==> src/rtl/fifo_pkg.sv <==
// ---------------------------------------------------------------------------
// fifo_pkg
//   Shared definitions for the dual-clock FIFO pointer controllers.
//   - PTR_WIDTH_DEF : default address width (depth = 2**PTR_WIDTH_DEF)
//   - ptr_t         : pointer type at the default width (address + wrap bit)
//   - bin2gray      : binary to reflected Gray code
//   - gray2bin      : reflected Gray code to binary
// ---------------------------------------------------------------------------
package fifo_pkg;

    localparam int PTR_WIDTH_DEF = 4;

    typedef logic [PTR_WIDTH_DEF:0] ptr_t;

    function automatic ptr_t bin2gray(input ptr_t b);
        return (b >> 1) ^ b;
    endfunction

    // Each binary bit is the XOR of all Gray bits at or above it.
    function automatic ptr_t gray2bin(input ptr_t g);
        ptr_t b;
        b[PTR_WIDTH_DEF] = g[PTR_WIDTH_DEF];
        for (int i = PTR_WIDTH_DEF - 1; i >= 0; i--) begin
            b[i] = b[i+1] ^ g[i];
        end
        return b;
    endfunction

endpackage

==> src/rtl/gray2bin_conv.sv <==
// ---------------------------------------------------------------------------
// gray2bin_conv
//   Parameterized Gray-to-binary decoder (XOR prefix chain from the MSB).
//   Purely combinational; shared by the write- and read-side controllers.
//   Ports:
//     i_gray [W-1:0] : Gray-coded pointer
//     o_bin  [W-1:0] : binary equivalent
// ---------------------------------------------------------------------------
module gray2bin_conv #(
    parameter int W = 5
) (
    input  logic [W-1:0] i_gray,
    output logic [W-1:0] o_bin
);

    logic w_acc;

    // Running XOR walks down from the MSB; each step produces one binary bit.
    always_comb begin
        o_bin = '0;
        w_acc = 1'b0;
        for (int i = W - 1; i >= 0; i--) begin
            w_acc    = w_acc ^ i_gray[i];
            o_bin[i] = w_acc;
        end
    end

endmodule

==> src/rtl/wr_ptr_full_ctrl.sv <==
// ---------------------------------------------------------------------------
// wr_ptr_full_ctrl
//   Write-side pointer and flag controller of the dual-clock FIFO. Runs fully
//   in the write clock domain. Accepts writes while not full, advances a
//   binary/Gray write pointer pair and derives full / almost-full / level from
//   the synchronized Gray read pointer. Overflow is a sticky flag.
//   Ports:
//     i_clk          : write-domain clock
//     i_rst_n        : asynchronous active-low reset
//     i_wr_req       : producer write request
//     i_rptr_sync    : Gray read pointer, already synchronized into i_clk
//     i_clr_ovf      : clear strobe for o_overflow
//     o_wr_en        : write accepted this cycle (memory write enable)
//     o_waddr        : memory write address of the current-cycle write
//     o_wptr_gray    : registered Gray write pointer to the read domain
//     o_full         : registered full flag
//     o_almost_full  : registered flag, level >= AFULL_THRESH
//     o_wr_level     : registered fill level, 0..2**PTR_WIDTH
//     o_overflow     : sticky, set by a write attempt while full
// ---------------------------------------------------------------------------
module wr_ptr_full_ctrl
    import fifo_pkg::*;
#(
    parameter int PTR_WIDTH    = PTR_WIDTH_DEF,
    parameter int AFULL_THRESH = 12
) (
    input  logic                 i_clk,
    input  logic                 i_rst_n,
    input  logic                 i_wr_req,
    input  logic [PTR_WIDTH:0]   i_rptr_sync,
    input  logic                 i_clr_ovf,
    output logic                 o_wr_en,
    output logic [PTR_WIDTH-1:0] o_waddr,
    output logic [PTR_WIDTH:0]   o_wptr_gray,
    output logic                 o_full,
    output logic                 o_almost_full,
    output logic [PTR_WIDTH:0]   o_wr_level,
    output logic                 o_overflow
);

    localparam logic [PTR_WIDTH:0] AF_THRESH = (PTR_WIDTH + 1)'(AFULL_THRESH);

    logic [PTR_WIDTH:0] r_wbin;
    logic [PTR_WIDTH:0] r_wptr_gray;
    logic               r_full;
    logic               r_almost_full;
    logic [PTR_WIDTH:0] r_wr_level;
    logic               r_overflow;

    logic               w_wr_en;
    logic [PTR_WIDTH:0] w_wbin_next;
    logic [PTR_WIDTH:0] w_wgray_next;
    logic [PTR_WIDTH:0] w_rbin;
    logic [PTR_WIDTH:0] w_rptr_full_pat;
    logic               w_full_next;
    logic [PTR_WIDTH:0] w_level_next;
    logic               w_afull_next;

    gray2bin_conv #(
        .W (PTR_WIDTH + 1)
    ) u_rptr_dec (
        .i_gray (i_rptr_sync),
        .o_bin  (w_rbin)
    );

    assign w_wr_en      = i_wr_req & ~r_full;
    // Wrap from all-ones to zero is intended; the extra MSB tracks laps.
    assign w_wbin_next  = r_wbin + (PTR_WIDTH + 1)'(w_wr_en);
    assign w_wgray_next = (w_wbin_next >> 1) ^ w_wbin_next;

    // In Gray code a pointer exactly one lap ahead differs in the top two
    // bits only, so full is a compare against the read pointer with both
    // MSBs flipped.
    assign w_rptr_full_pat = {~i_rptr_sync[PTR_WIDTH:PTR_WIDTH-1],
                              i_rptr_sync[PTR_WIDTH-2:0]};
    assign w_full_next     = (w_wgray_next == w_rptr_full_pat);

    assign w_level_next = w_wbin_next - w_rbin;
    assign w_afull_next = (w_level_next >= AF_THRESH);

    always_ff @(posedge i_clk or negedge i_rst_n) begin
        if (!i_rst_n) begin
            r_wbin        <= '0;
            r_wptr_gray   <= '0;
            r_full        <= 1'b0;
            r_almost_full <= 1'b0;
            r_wr_level    <= '0;
            r_overflow    <= 1'b0;
        end else begin
            r_wbin        <= w_wbin_next;
            r_wptr_gray   <= w_wgray_next;
            r_full        <= w_full_next;
            r_almost_full <= w_afull_next;
            r_wr_level    <= w_level_next;
            // Set beats clear so a refused write is never lost.
            if (i_wr_req && r_full)
                r_overflow <= 1'b1;
            else if (i_clr_ovf)
                r_overflow <= 1'b0;
        end
    end

    assign o_wr_en       = w_wr_en;
    assign o_waddr       = r_wbin[PTR_WIDTH-1:0];
    assign o_wptr_gray   = r_wptr_gray;
    assign o_full        = r_full;
    assign o_almost_full = r_almost_full;
    assign o_wr_level    = r_wr_level;
    assign o_overflow    = r_overflow;

endmodule

==> config.mk <==
export PLATFORM = sky130hd
export DESIGN_NAME = wr_ptr_full_ctrl
export DESIGN_NICKNAME = d
export VERILOG_FILES = /design/src/rtl/fifo_pkg.sv /design/src/rtl/gray2bin_conv.sv /design/src/rtl/wr_ptr_full_ctrl.sv
export SDC_FILE = /design/constraint.sdc
export NUM_CORES = 1
export LEC_CHECK = 0
export CAP_MARGIN = 20
export CORE_MARGIN = 2
export CORE_UTILIZATION = 46
export DETAILED_ROUTE_END_ITERATION = 10
export PLACE_DENSITY = 0.81
export SLEW_MARGIN = 20
export SYNTH_ARGS = -nofsm -noshare
export SYNTH_HDL_FRONTEND = slang
export SYNTH_SLANG_ARGS = --single-unit
==> constraint.sdc <==
create_clock -name i_clk -period 3.2 [get_ports i_clk]
set_input_delay 0.8 -clock i_clk [delete_from_list [all_inputs] [get_ports i_clk]]
set_output_delay 0.8 -clock i_clk [all_outputs]
set_load 0.05 [all_outputs]
==> run metrics <==
outcome finished, final reports clean; number of global-route vias before repair 771; register clock-pin slew on the reported worst setup and hold paths 0.10 ns; hold_buf cts 0; Post-Synthesis Cells 82; Clock Skews 0.00325 ns; starting density of the core 48.6%; Setup crit end kind register; initial antenna violation count 0; Post-DP Area 1390 um^2; Die Height 49.5 um; CP max stage delay 0.50 ns; Max Freq 321 MHz; DRC 0; Vias/cell 4.80; hold_ws 0.556 ns; CP max-delay cell or4b_1; CTS Sinks 17; worst min path class reg2reg; syn_area_per_cell 11.6 um^2; filler instances 131; clk_lat worst skew 0.29 ns; global-route usage over all layers 18.7%; global-route wire length before repair 3.45 mm; footprint of the multi-input gates 527 um^2; CP Max Fanout 2; Area contributors post-synth dfrtp_1 45%, xnor2_1 11%, ha_1 7.9%; RSZ-0062 raised after global routing false; total gr overflow 0; CP delay by family, top simple AND/OR/NAND/NOR gates; post-layout util 74.6%; Die Span X 49.5 um; routed wire length 2.06 mm; Bufs on Longest Clock Path 2; pin count of the biggest net entering global routing 18; crit share post-route 97.5%; critical path arrival 3.29 ns; RD Place Congestion 0.803; Setup CP Type in2reg; # rows 16; hold path depth 2; CP Data Required Time 3.37 ns; final non-filler cell total 159; ys async rst share 100%; area share of the largest cell type after synthesis 44.6%; mean routed wirelength per cell 12.9 um; CP Launch Type input port; dpl cells 152; worst reg2reg path depth 9; r2r startpoint o_full; share of the yosys chip area belonging to registers 44.6%; cell area after layout 1460 um^2; max_cap viols 0; Ant. Diodes 0; CTS Buf Count 3; Post-DRT Antenna Nets 0; register area 425 um^2; top_reg_cell synth dfrtp_1; CP cell instances dlygate4sd2_1 > xnor2_2 > xor2_2 > xor2_2 > xnor2_1 > ha_2 > fa_2 > nor2b_1 > o21ai_1 > and3_1 > or4b_1; r2r setup slk 0.71 ns; Commonest cells post-synth 17 x dfrtp_1, 12 x xnor2_1, 9 x inv_1, 6 x ha_1, 6 x xor2_1; most frequent CP cell xor2_2; slew at the pin closest to its max-slew limit 0.762 ns; Critical path buffers and inverters 1; area leader, netlist dfrtp_1; I/O Pins 27; flops & latches, synth 17; Syn Std Cell Area 953 um^2; drt pass-1 iters 4; nets@finish 149; PortBufs 26; Yosys warning count 0; Starting DRT DRC Count 7; via count 763; Area growth syn-to-layout 53.4%; CP Launch Point i_rptr_sync[4]; Relative slew margins 49.1%; FF-to-FF End o_almost_full; Endpoint, Worst Hold o_overflow; CTS root buffer clkbuf_4; number of synthesized flops with an enable pin 0; H-tree levels 1; dpl hpwl 1.60 mm; distinct cell type count after synthesis 28; # setup viols final 0; CTS tree yes; Final Max Tran Viols 0; core footprint 1960 um^2; most frequent cell after synthesis dfrtp_1; min-delay src o_overflow; Final min period 3.12 ns; syn_nets 98; share of cells above drive strength 1 30.3%; die area 2450 um^2; Fin. Hold Viols 0
## logic make-up after synthesis
logic type / Yosys count / share of synthesized area [%]
buffers and inverters: 10 / 4.07
adder cells (fa/ha/maj): 7 / 9.97
AO/OA/AOI/OAI: 9 / 7.09
multiplexers: 1 / 1.05
flip-flops: 17 / 44.6
AND/OR/NAND/NOR: 16 / 9.84
XOR/XNOR: 22 / 23.4
## routing by layer
| metal | wire length, um | track usage, % |
|---|---|---|
| met2 | 1120 | 34.0 |
| met4 | 23 | 9.72 |
| met3 | 89 | 2.42 |
| met1 | 822 | 21.2 |
| met5 | 0 | 0 |
## worst register-to-register path: stages (launching register included)
cell and delay [ns]:
dfrtp_1 0.42, nor2b_4 0.06, ha_1 0.21, ha_2 0.34, inv_1 0.07, fa_2 0.39
nor2b_1 0.12, o21ai_1 0.08, and3_1 0.19, or4b_1 0.50
## cell usage in the layout, fill, tap and decap left out, drive strengths merged, types with 2 or more instances in the layout
cell and instances:
ha 6, xor2 8, clkbuf 3, dlygate4sd2 2
nor2b 2, a21oi 2, inv 9, buf 22
o21ai 2, nand2 3, clkdlybuf4s50 22, nand3 4
xnor2 14, dfrtp 17
## flip-flops by register name (all words and copies together) (netlist names)
name,count
o_almost_full,1
o_overflow,1
r_wbin,5
o_wr_level,5
o_wptr_gray,4
o_full,1
## repair_timing
action                                  4_1_cts  5_1_grt
pin swaps                                     3        4
endpoints found under the setup margin        1        1
gates resized for setup                       5        2
setup buffers                                 2        1
## per-stage QoR
| stage | setup TNS [ns] | setup WS [ns] |
|---|---|---|
| 2_1_floorplan | 0 | 0.0103 |
| 3_3_place_gp | -0.620 | -0.426 |
| 3_5_place_dp | -0.884 | -0.581 |
| 4_1_cts | 0 | 0.0479 |
| 5_1_grt | 0 | 0.0212 |
| 6_report | 0 | 0.0810 |
## layout make-up
class,instances,area share [%]
multi-input cells,55,36.0
flip-flops and latches,17,29.1
repair buffers,47,28.4
inverters,9,2.31
well taps,27,2.31
clock buffers,3,1.54
clock inverters,1,0.342
## worst max-delay path by stage
stage / endpoint / slack, ns / depth (start not counted)
2_1_floorplan: o_almost_full / 0.01 / 9
3_3_place_gp: o_almost_full / -0.43 / 11
3_5_place_dp: o_almost_full / -0.58 / 11
4_1_cts: o_almost_full / 0.05 / 10
5_1_grt: o_almost_full / 0.02 / 11
6_report: o_almost_full / 0.08 / 11
Power is left out: the tool's default activity adds up to more than one toggle a clock period on the data nets, which glitch-free logic cannot reach.
